===== src/rtl/control_unit_if.sv =====
// Control bundle between the multicycle control FSM (master) and the datapath (slave).
// Carries the decoded instruction fields, the Zero flag and the datapath controls.
interface control_unit_if #(
  parameter int STATE_WIDTH = 4
);
  logic [5:0]             Op;
  logic [5:0]             Funct;
  logic                   Zero;
  logic                   PC_En;
  logic                   I_or_D;
  logic                   Mem_Write;
  logic                   IR_Write;
  logic [1:0]             Reg_Dst;
  logic [1:0]             Mem_to_Reg;
  logic                   Reg_Write;
  logic                   ALU_Src_A;
  logic [1:0]             ALU_Src_B;
  logic [2:0]             ALU_Control;
  logic [1:0]             PC_Src;
  logic [STATE_WIDTH-1:0] State;

  modport master (
    input  Op, Funct, Zero,
    output PC_En, I_or_D, Mem_Write, IR_Write, Reg_Dst, Mem_to_Reg, Reg_Write,
           ALU_Src_A, ALU_Src_B, ALU_Control, PC_Src, State
  );

  modport slave (
    output Op, Funct, Zero,
    input  PC_En, I_or_D, Mem_Write, IR_Write, Reg_Dst, Mem_to_Reg, Reg_Write,
           ALU_Src_A, ALU_Src_B, ALU_Control, PC_Src, State
  );
endinterface


===== src/rtl/control_unit.sv =====
// Multicycle MIPS-style control FSM: Moore decode of the state register, except the
// branch PC enable (follows Zero combinationally) and the jal link write in DECODE.
module control_unit #(
  parameter int STATE_WIDTH = 4
) (
  input  logic          clk,
  input  logic          reset,
  control_unit_if.master bus
);

  localparam logic [3:0] S_FETCH    = 4'd0;
  localparam logic [3:0] S_DECODE   = 4'd1;
  localparam logic [3:0] S_MEMADR   = 4'd2;
  localparam logic [3:0] S_MEMRD    = 4'd3;
  localparam logic [3:0] S_MEMWB    = 4'd4;
  localparam logic [3:0] S_MEMWR    = 4'd5;
  localparam logic [3:0] S_RTYPE_EX = 4'd6;
  localparam logic [3:0] S_ALU_WB   = 4'd7;
  localparam logic [3:0] S_BRANCH   = 4'd8;
  localparam logic [3:0] S_ADDI_EX  = 4'd9;
  localparam logic [3:0] S_ADDI_WB  = 4'd10;
  localparam logic [3:0] S_JUMP     = 4'd11;
  localparam logic [3:0] S_JR       = 4'd12;

  localparam logic [5:0] OP_RTYPE = 6'b000000;
  localparam logic [5:0] OP_J     = 6'b000010;
  localparam logic [5:0] OP_JAL   = 6'b000011;
  localparam logic [5:0] OP_BEQ   = 6'b000100;
  localparam logic [5:0] OP_BNE   = 6'b000101;
  localparam logic [5:0] OP_ADDI  = 6'b001000;
  localparam logic [5:0] OP_LW    = 6'b100011;
  localparam logic [5:0] OP_SW    = 6'b101011;

  localparam logic [5:0] F_JR  = 6'b001000;
  localparam logic [5:0] F_ADD = 6'b100000;
  localparam logic [5:0] F_SUB = 6'b100010;
  localparam logic [5:0] F_AND = 6'b100100;
  localparam logic [5:0] F_OR  = 6'b100101;
  localparam logic [5:0] F_SLT = 6'b101010;

  localparam logic [2:0] ALU_AND = 3'b000;
  localparam logic [2:0] ALU_OR  = 3'b001;
  localparam logic [2:0] ALU_ADD = 3'b010;
  localparam logic [2:0] ALU_SUB = 3'b110;
  localparam logic [2:0] ALU_SLT = 3'b111;

  function automatic logic f_funct_known(input logic [5:0] funct);
    logic known;
    case (funct)
      F_ADD, F_SUB, F_AND, F_OR, F_SLT: known = 1'b1;
      default:                          known = 1'b0;
    endcase
    return known;
  endfunction

  function automatic logic [2:0] f_alu_ctrl(input logic [5:0] funct);
    logic [2:0] code;
    case (funct)
      F_ADD:   code = ALU_ADD;
      F_SUB:   code = ALU_SUB;
      F_AND:   code = ALU_AND;
      F_OR:    code = ALU_OR;
      F_SLT:   code = ALU_SLT;
      default: code = 3'b000;
    endcase
    return code;
  endfunction

  logic [3:0] r_state;
  logic [3:0] w_next;
  logic       w_pc_en;
  logic       w_iord;
  logic       w_mem_write;
  logic       w_ir_write;
  logic [1:0] w_reg_dst;
  logic [1:0] w_mem_to_reg;
  logic       w_reg_write;
  logic       w_src_a;
  logic [1:0] w_src_b;
  logic [2:0] w_alu_ctrl;
  logic [1:0] w_pc_src;

  always_ff @(posedge clk or negedge reset) begin
    if (!reset) begin
      r_state <= S_FETCH;
    end else begin
      r_state <= w_next;
    end
  end

  always_comb begin
    w_next       = S_FETCH;
    w_pc_en      = 1'b0;
    w_iord       = 1'b0;
    w_mem_write  = 1'b0;
    w_ir_write   = 1'b0;
    w_reg_dst    = 2'b00;
    w_mem_to_reg = 2'b00;
    w_reg_write  = 1'b0;
    w_src_a      = 1'b0;
    w_src_b      = 2'b00;
    w_alu_ctrl   = 3'b000;
    w_pc_src     = 2'b00;
    case (r_state)
      S_FETCH: begin
        w_src_b    = 2'b01;
        w_alu_ctrl = ALU_ADD;
        w_ir_write = 1'b1;
        w_pc_en    = 1'b1;
        w_next     = S_DECODE;
      end
      S_DECODE: begin
        w_src_b    = 2'b11;
        w_alu_ctrl = ALU_ADD;
        // jal links here: ALU_Out still holds PC+4 from FETCH
        if (bus.Op == OP_JAL) begin
          w_reg_dst   = 2'b10;
          w_reg_write = 1'b1;
        end else begin
          w_reg_write = 1'b0;
        end
        case (bus.Op)
          OP_LW, OP_SW:   w_next = S_MEMADR;
          OP_RTYPE:       w_next = (bus.Funct == F_JR) ? S_JR : S_RTYPE_EX;
          OP_BEQ, OP_BNE: w_next = S_BRANCH;
          OP_ADDI:        w_next = S_ADDI_EX;
          OP_J, OP_JAL:   w_next = S_JUMP;
          default:        w_next = S_FETCH;
        endcase
      end
      S_MEMADR: begin
        w_src_a    = 1'b1;
        w_src_b    = 2'b10;
        w_alu_ctrl = ALU_ADD;
        if (bus.Op == OP_LW) begin
          w_next = S_MEMRD;
        end else if (bus.Op == OP_SW) begin
          w_next = S_MEMWR;
        end else begin
          w_next = S_FETCH;
        end
      end
      S_MEMRD: begin
        w_iord = 1'b1;
        w_next = S_MEMWB;
      end
      S_MEMWB: begin
        w_mem_to_reg = 2'b01;
        w_reg_write  = 1'b1;
      end
      S_MEMWR: begin
        w_iord      = 1'b1;
        w_mem_write = 1'b1;
      end
      S_RTYPE_EX: begin
        w_src_a    = 1'b1;
        w_alu_ctrl = f_alu_ctrl(bus.Funct);
        w_next     = f_funct_known(bus.Funct) ? S_ALU_WB : S_FETCH;
      end
      S_ALU_WB: begin
        w_reg_dst   = 2'b01;
        w_reg_write = 1'b1;
      end
      S_BRANCH: begin
        w_src_a    = 1'b1;
        w_alu_ctrl = ALU_SUB;
        w_pc_src   = 2'b01;
        if (bus.Op == OP_BEQ) begin
          w_pc_en = bus.Zero;
        end else if (bus.Op == OP_BNE) begin
          w_pc_en = ~bus.Zero;
        end else begin
          w_pc_en = 1'b0;
        end
      end
      S_ADDI_EX: begin
        w_src_a    = 1'b1;
        w_src_b    = 2'b10;
        w_alu_ctrl = ALU_ADD;
        w_next     = S_ADDI_WB;
      end
      S_ADDI_WB: begin
        w_reg_write = 1'b1;
      end
      S_JUMP: begin
        w_pc_src = 2'b10;
        w_pc_en  = 1'b1;
      end
      S_JR: begin
        w_src_a    = 1'b1;
        w_alu_ctrl = ALU_ADD;
        w_pc_en    = 1'b1;
      end
      default: begin
        w_next = S_FETCH;
      end
    endcase
  end

  // Write enables are gated by reset so an abort takes effect without waiting for a clock
  assign bus.PC_En       = w_pc_en & reset;
  assign bus.IR_Write    = w_ir_write & reset;
  assign bus.Mem_Write   = w_mem_write & reset;
  assign bus.Reg_Write   = w_reg_write & reset;
  assign bus.I_or_D      = w_iord;
  assign bus.Reg_Dst     = w_reg_dst;
  assign bus.Mem_to_Reg  = w_mem_to_reg;
  assign bus.ALU_Src_A   = w_src_a;
  assign bus.ALU_Src_B   = w_src_b;
  assign bus.ALU_Control = w_alu_ctrl;
  assign bus.PC_Src      = w_pc_src;
  assign bus.State       = STATE_WIDTH'(r_state);

endmodule


===== src/flat_wrapper.sv =====
// flat-port wrapper written by rule: the top's interface ports become plain ports
module control_unit_flat 
#(
  parameter int STATE_WIDTH = 4
)
  (clk, reset, bus_Op, bus_Funct, bus_Zero, bus_PC_En, bus_I_or_D, bus_Mem_Write, bus_IR_Write, bus_Reg_Dst, bus_Mem_to_Reg, bus_Reg_Write, bus_ALU_Src_A, bus_ALU_Src_B, bus_ALU_Control, bus_PC_Src, bus_State);
  control_unit_if #(.STATE_WIDTH(STATE_WIDTH)) bus_i ();
  input  logic clk;
  input  logic reset;
  input wire logic [$bits(bus_i.Op)-1:0] bus_Op;
  input wire logic [$bits(bus_i.Funct)-1:0] bus_Funct;
  input wire logic [$bits(bus_i.Zero)-1:0] bus_Zero;
  output wire logic [$bits(bus_i.PC_En)-1:0] bus_PC_En;
  output wire logic [$bits(bus_i.I_or_D)-1:0] bus_I_or_D;
  output wire logic [$bits(bus_i.Mem_Write)-1:0] bus_Mem_Write;
  output wire logic [$bits(bus_i.IR_Write)-1:0] bus_IR_Write;
  output wire logic [$bits(bus_i.Reg_Dst)-1:0] bus_Reg_Dst;
  output wire logic [$bits(bus_i.Mem_to_Reg)-1:0] bus_Mem_to_Reg;
  output wire logic [$bits(bus_i.Reg_Write)-1:0] bus_Reg_Write;
  output wire logic [$bits(bus_i.ALU_Src_A)-1:0] bus_ALU_Src_A;
  output wire logic [$bits(bus_i.ALU_Src_B)-1:0] bus_ALU_Src_B;
  output wire logic [$bits(bus_i.ALU_Control)-1:0] bus_ALU_Control;
  output wire logic [$bits(bus_i.PC_Src)-1:0] bus_PC_Src;
  output wire logic [$bits(bus_i.State)-1:0] bus_State;
  assign bus_i.Op = bus_Op;
  assign bus_i.Funct = bus_Funct;
  assign bus_i.Zero = bus_Zero;
  assign bus_PC_En = bus_i.PC_En;
  assign bus_I_or_D = bus_i.I_or_D;
  assign bus_Mem_Write = bus_i.Mem_Write;
  assign bus_IR_Write = bus_i.IR_Write;
  assign bus_Reg_Dst = bus_i.Reg_Dst;
  assign bus_Mem_to_Reg = bus_i.Mem_to_Reg;
  assign bus_Reg_Write = bus_i.Reg_Write;
  assign bus_ALU_Src_A = bus_i.ALU_Src_A;
  assign bus_ALU_Src_B = bus_i.ALU_Src_B;
  assign bus_ALU_Control = bus_i.ALU_Control;
  assign bus_PC_Src = bus_i.PC_Src;
  assign bus_State = bus_i.State;
  control_unit #(.STATE_WIDTH(STATE_WIDTH)) u_core (.clk(clk), .reset(reset), .bus(bus_i));
endmodule

===== config.mk =====
export PLATFORM = sky130hd
export DESIGN_NAME = control_unit_flat
export DESIGN_NICKNAME = d
export VERILOG_FILES = /design/src/rtl/control_unit_if.sv /design/src/rtl/control_unit.sv /design/src/flat_wrapper.sv
export SDC_FILE = /design/constraint.sdc
export NUM_CORES = 1
export LEC_CHECK = 0
export BUFFER_PORTS_ARGS = -buffer_cell sky130_fd_sc_hd__buf_4
export CAP_MARGIN = 0
export CORE_UTILIZATION = 45
export CTS_CLUSTER_DIAMETER = 40
export DETAILED_ROUTE_END_ITERATION = 8
export PLACE_DENSITY = 0.83
export SLEW_MARGIN = 25
export SYNTH_ARGS = -nofsm -noshare
export SYNTH_HDL_FRONTEND = slang
export SYNTH_SLANG_ARGS = --single-unit

===== constraint.sdc =====
create_clock -name clk -period 3.69 [get_ports clk]
set_input_delay 0.738 -clock clk [delete_from_list [all_inputs] [get_ports clk]]
set_output_delay 0.738 -clock clk [all_outputs]
set_load 0.01 [all_outputs]

==> run metrics <==
FF-to-FF path depth 4; FILL cells 100; cts repair resizes 0; post-synth net total 100; DRC errors left 0; post-synthesis compound-gate area fraction 29.6%; Final Core Density 75.2%; Clock Sink Count 4; clock buffer depth 2; top_reg_cell synth dfrtp_1; sequential area share after synthesis 16.6%; CTS tree done; design area 881 um^2; core area 1170 um^2; NumNets Final 135; root buf cell clkbuf_4; Post-Synth XOR/XNOR Area 2.90%; Reg area 100 um^2; multiplexer share of the synthesized area 1.66%; status completed; number of diodes 0; reg-to-reg slack, setup 1910 ps; Post-Syn Instances 85; first-pass GRT wire length 2800 um; IR drop worst, VDD 0.119 mV; die footprint 1490 um^2; Total Routing Usage GR 27.3%; worst relative slew slack 52.2%; Rows 12; CP Class in -> out; Placed Area 858 um^2; Mean Syn Cell Area 7.11 um^2; IO Port Bufs 34; Simple-Gate Fraction of Synth Area 43.7%; TritonCTS buffer count 3; Setup crit start kind primary input; grt met3 use 3.47%; routing usage on met1 31.0%; post-route minimum period 2720 ps; Max-Cap Viols 0; Pleak 0.403 nW; Worst Hold Class in -> async; Routed Antenna Nets 0; initial antenna violation count 0; footprint of the multi-input gates 474 um^2; clk slew on worst S/H paths 40 ps; Post-synth EDFFs 0; reg-to-reg endpoint u_core.bus.State[2]; Worst-Skew Late Latency 240 ps; RSZ-0062 raised after global routing false; worst hold slack 297 ps; die extent in y 38.6 um; DR WL/cell 14.0 um; Yosys cell types 41; max frequency 0.367 GHz; worst-margin pin slew 699 ps; Post-Route WL 1850 um; Pwr Density 292 nW/um^2; CP endpoint kind primary output; most common cell after layout, fill and taps aside buf_4; largest family of logic cells by synthesized area simple AND/OR/NAND/NOR gates; Tcrit/Tclk final 73.8%; hold_buf cts 0; DR vias 807; vias in the first global route 651; Yosys Warn Count 0; largest net degree at the start of global routing 14; GR Overflow Total 0; setup violators final 0; worst reg2reg path startpoint u_core.bus.State[1]; most frequent cells in the layout 34 x buf_4, 10 x nor2_1, 7 x nand2_1; Layout Skew 1.01 ps; postcts setup bufs 0; met2 GRT Util 49.2%; post-synthesis cell area 604 um^2; Required @ worst endpoint 2950 ps; setup TNS 0 ps; Vias/cell 6.11; Max Slew Vio Count 0; Adder-Cell Fraction of Synth Area 0%; Routability Congestion 0.967; async set or reset register ratio after synthesis 100%; Max FO, Critical Path 7; Final Hold Fails 0; share of layout cells above drive strength 1 37.3%; 1st-pass router iterations 4; worst endpoint data arrival time 1990 ps; max FFs per register 4; initial core utilization 51.6%; DRT iter0 DRCs 22; Syn-to-layout area delta 45.8%; chip width 38.6 um; H-tree Lvls 1; HPWL after DPL 1450 um; #FFs+latches synth 4; GR peak layer met2; # IOs 36
## area by class of cell
class	instances	share of cell area [%]
clock buffer	3	2.56
sequential	4	11.4
inverter	3	1.28
multi-input combinational	74	53.8
timing repair buffer	34	29.0
tap	14	1.99
## Yosys cell counts, types with 2 or more instances
| cell | n | area [um^2] |
|---|---|---|
| a21oi_1 | 2 | 10.0 |
| nor3_1 | 5 | 25.0 |
| nor4bb_1 | 2 | 20.0 |
| inv_1 | 3 | 11.3 |
| or2_2 | 2 | 12.5 |
| and3_1 | 2 | 12.5 |
| a21boi_0 | 2 | 15.0 |
| nor2_1 | 10 | 37.5 |
| or3b_2 | 2 | 17.5 |
| dfrtp_1 | 4 | 100 |
| nand2_1 | 7 | 26.3 |
| nand3_1 | 2 | 10.0 |
| o211ai_1 | 2 | 15.0 |
| nor2b_1 | 3 | 18.8 |
| a31oi_1 | 2 | 12.5 |
| nor4b_1 | 2 | 17.5 |
| o21ai_0 | 3 | 15.0 |
| nand2b_1 | 5 | 31.3 |
| clkbuf_1 | 3 | 11.3 |
## power by group
group / total [mW] / switching [mW] / internal (mW) / leakage [nW]
Sequential: 0.0706 / 0.0203 / 0.0503 / 0.0535
Combinational: 0.131 / 0.0681 / 0.0628 / 0.336
Clock: 0.0559 / 0.0195 / 0.0365 / 0.0138
## routing by layer
layer | wire, um | up-vias
met5 | 0 | -
met3 | 139 | 3
met2 | 949 | 47
met4 | 27 | 0
li1 | - | 383
met1 | 729 | 374
## how the worst max path moves through the flow
stage               from        end  slack, ps
5_1_grt        bus_Op[1]  bus_PC_En        910
3_5_place_dp   bus_Op[1]  bus_PC_En        980
4_1_cts        bus_Op[1]  bus_PC_En        980
3_3_place_gp   bus_Op[1]  bus_PC_En       1000
2_1_floorplan  bus_Op[1]  bus_PC_En       1210
6_report       bus_Op[1]  bus_PC_En        970
## critical path, cell delays in order
cell and delay (ps):
buf_4 130, or4b_4 550, nor2_1 160, nand3_1 100, a21oi_1 170, buf_4 140
## stage by stage
stage	instances	setup WS, ps	total power [mW]
6_report	132	966	0.257
5_1_grt	132	909	0.278
4_1_cts	132	976	0.259
3_5_place_dp	129	978	0.201
3_3_place_gp	129	1000	0.197
2_1_floorplan	85	1210	0.138
## cell families (layout without fill, tap and decap cells)
group                     after synthesis  after routing
muxes                                   1              1
other                                   1              1
buffers and inverters                   7             40
DFF                                     4              4
and+or+nand+nor                        46             46
AOI/OAI and AO/OA                      24             24
xor gates and xnor gates                2              2
(Power assumes the default switching activity.)
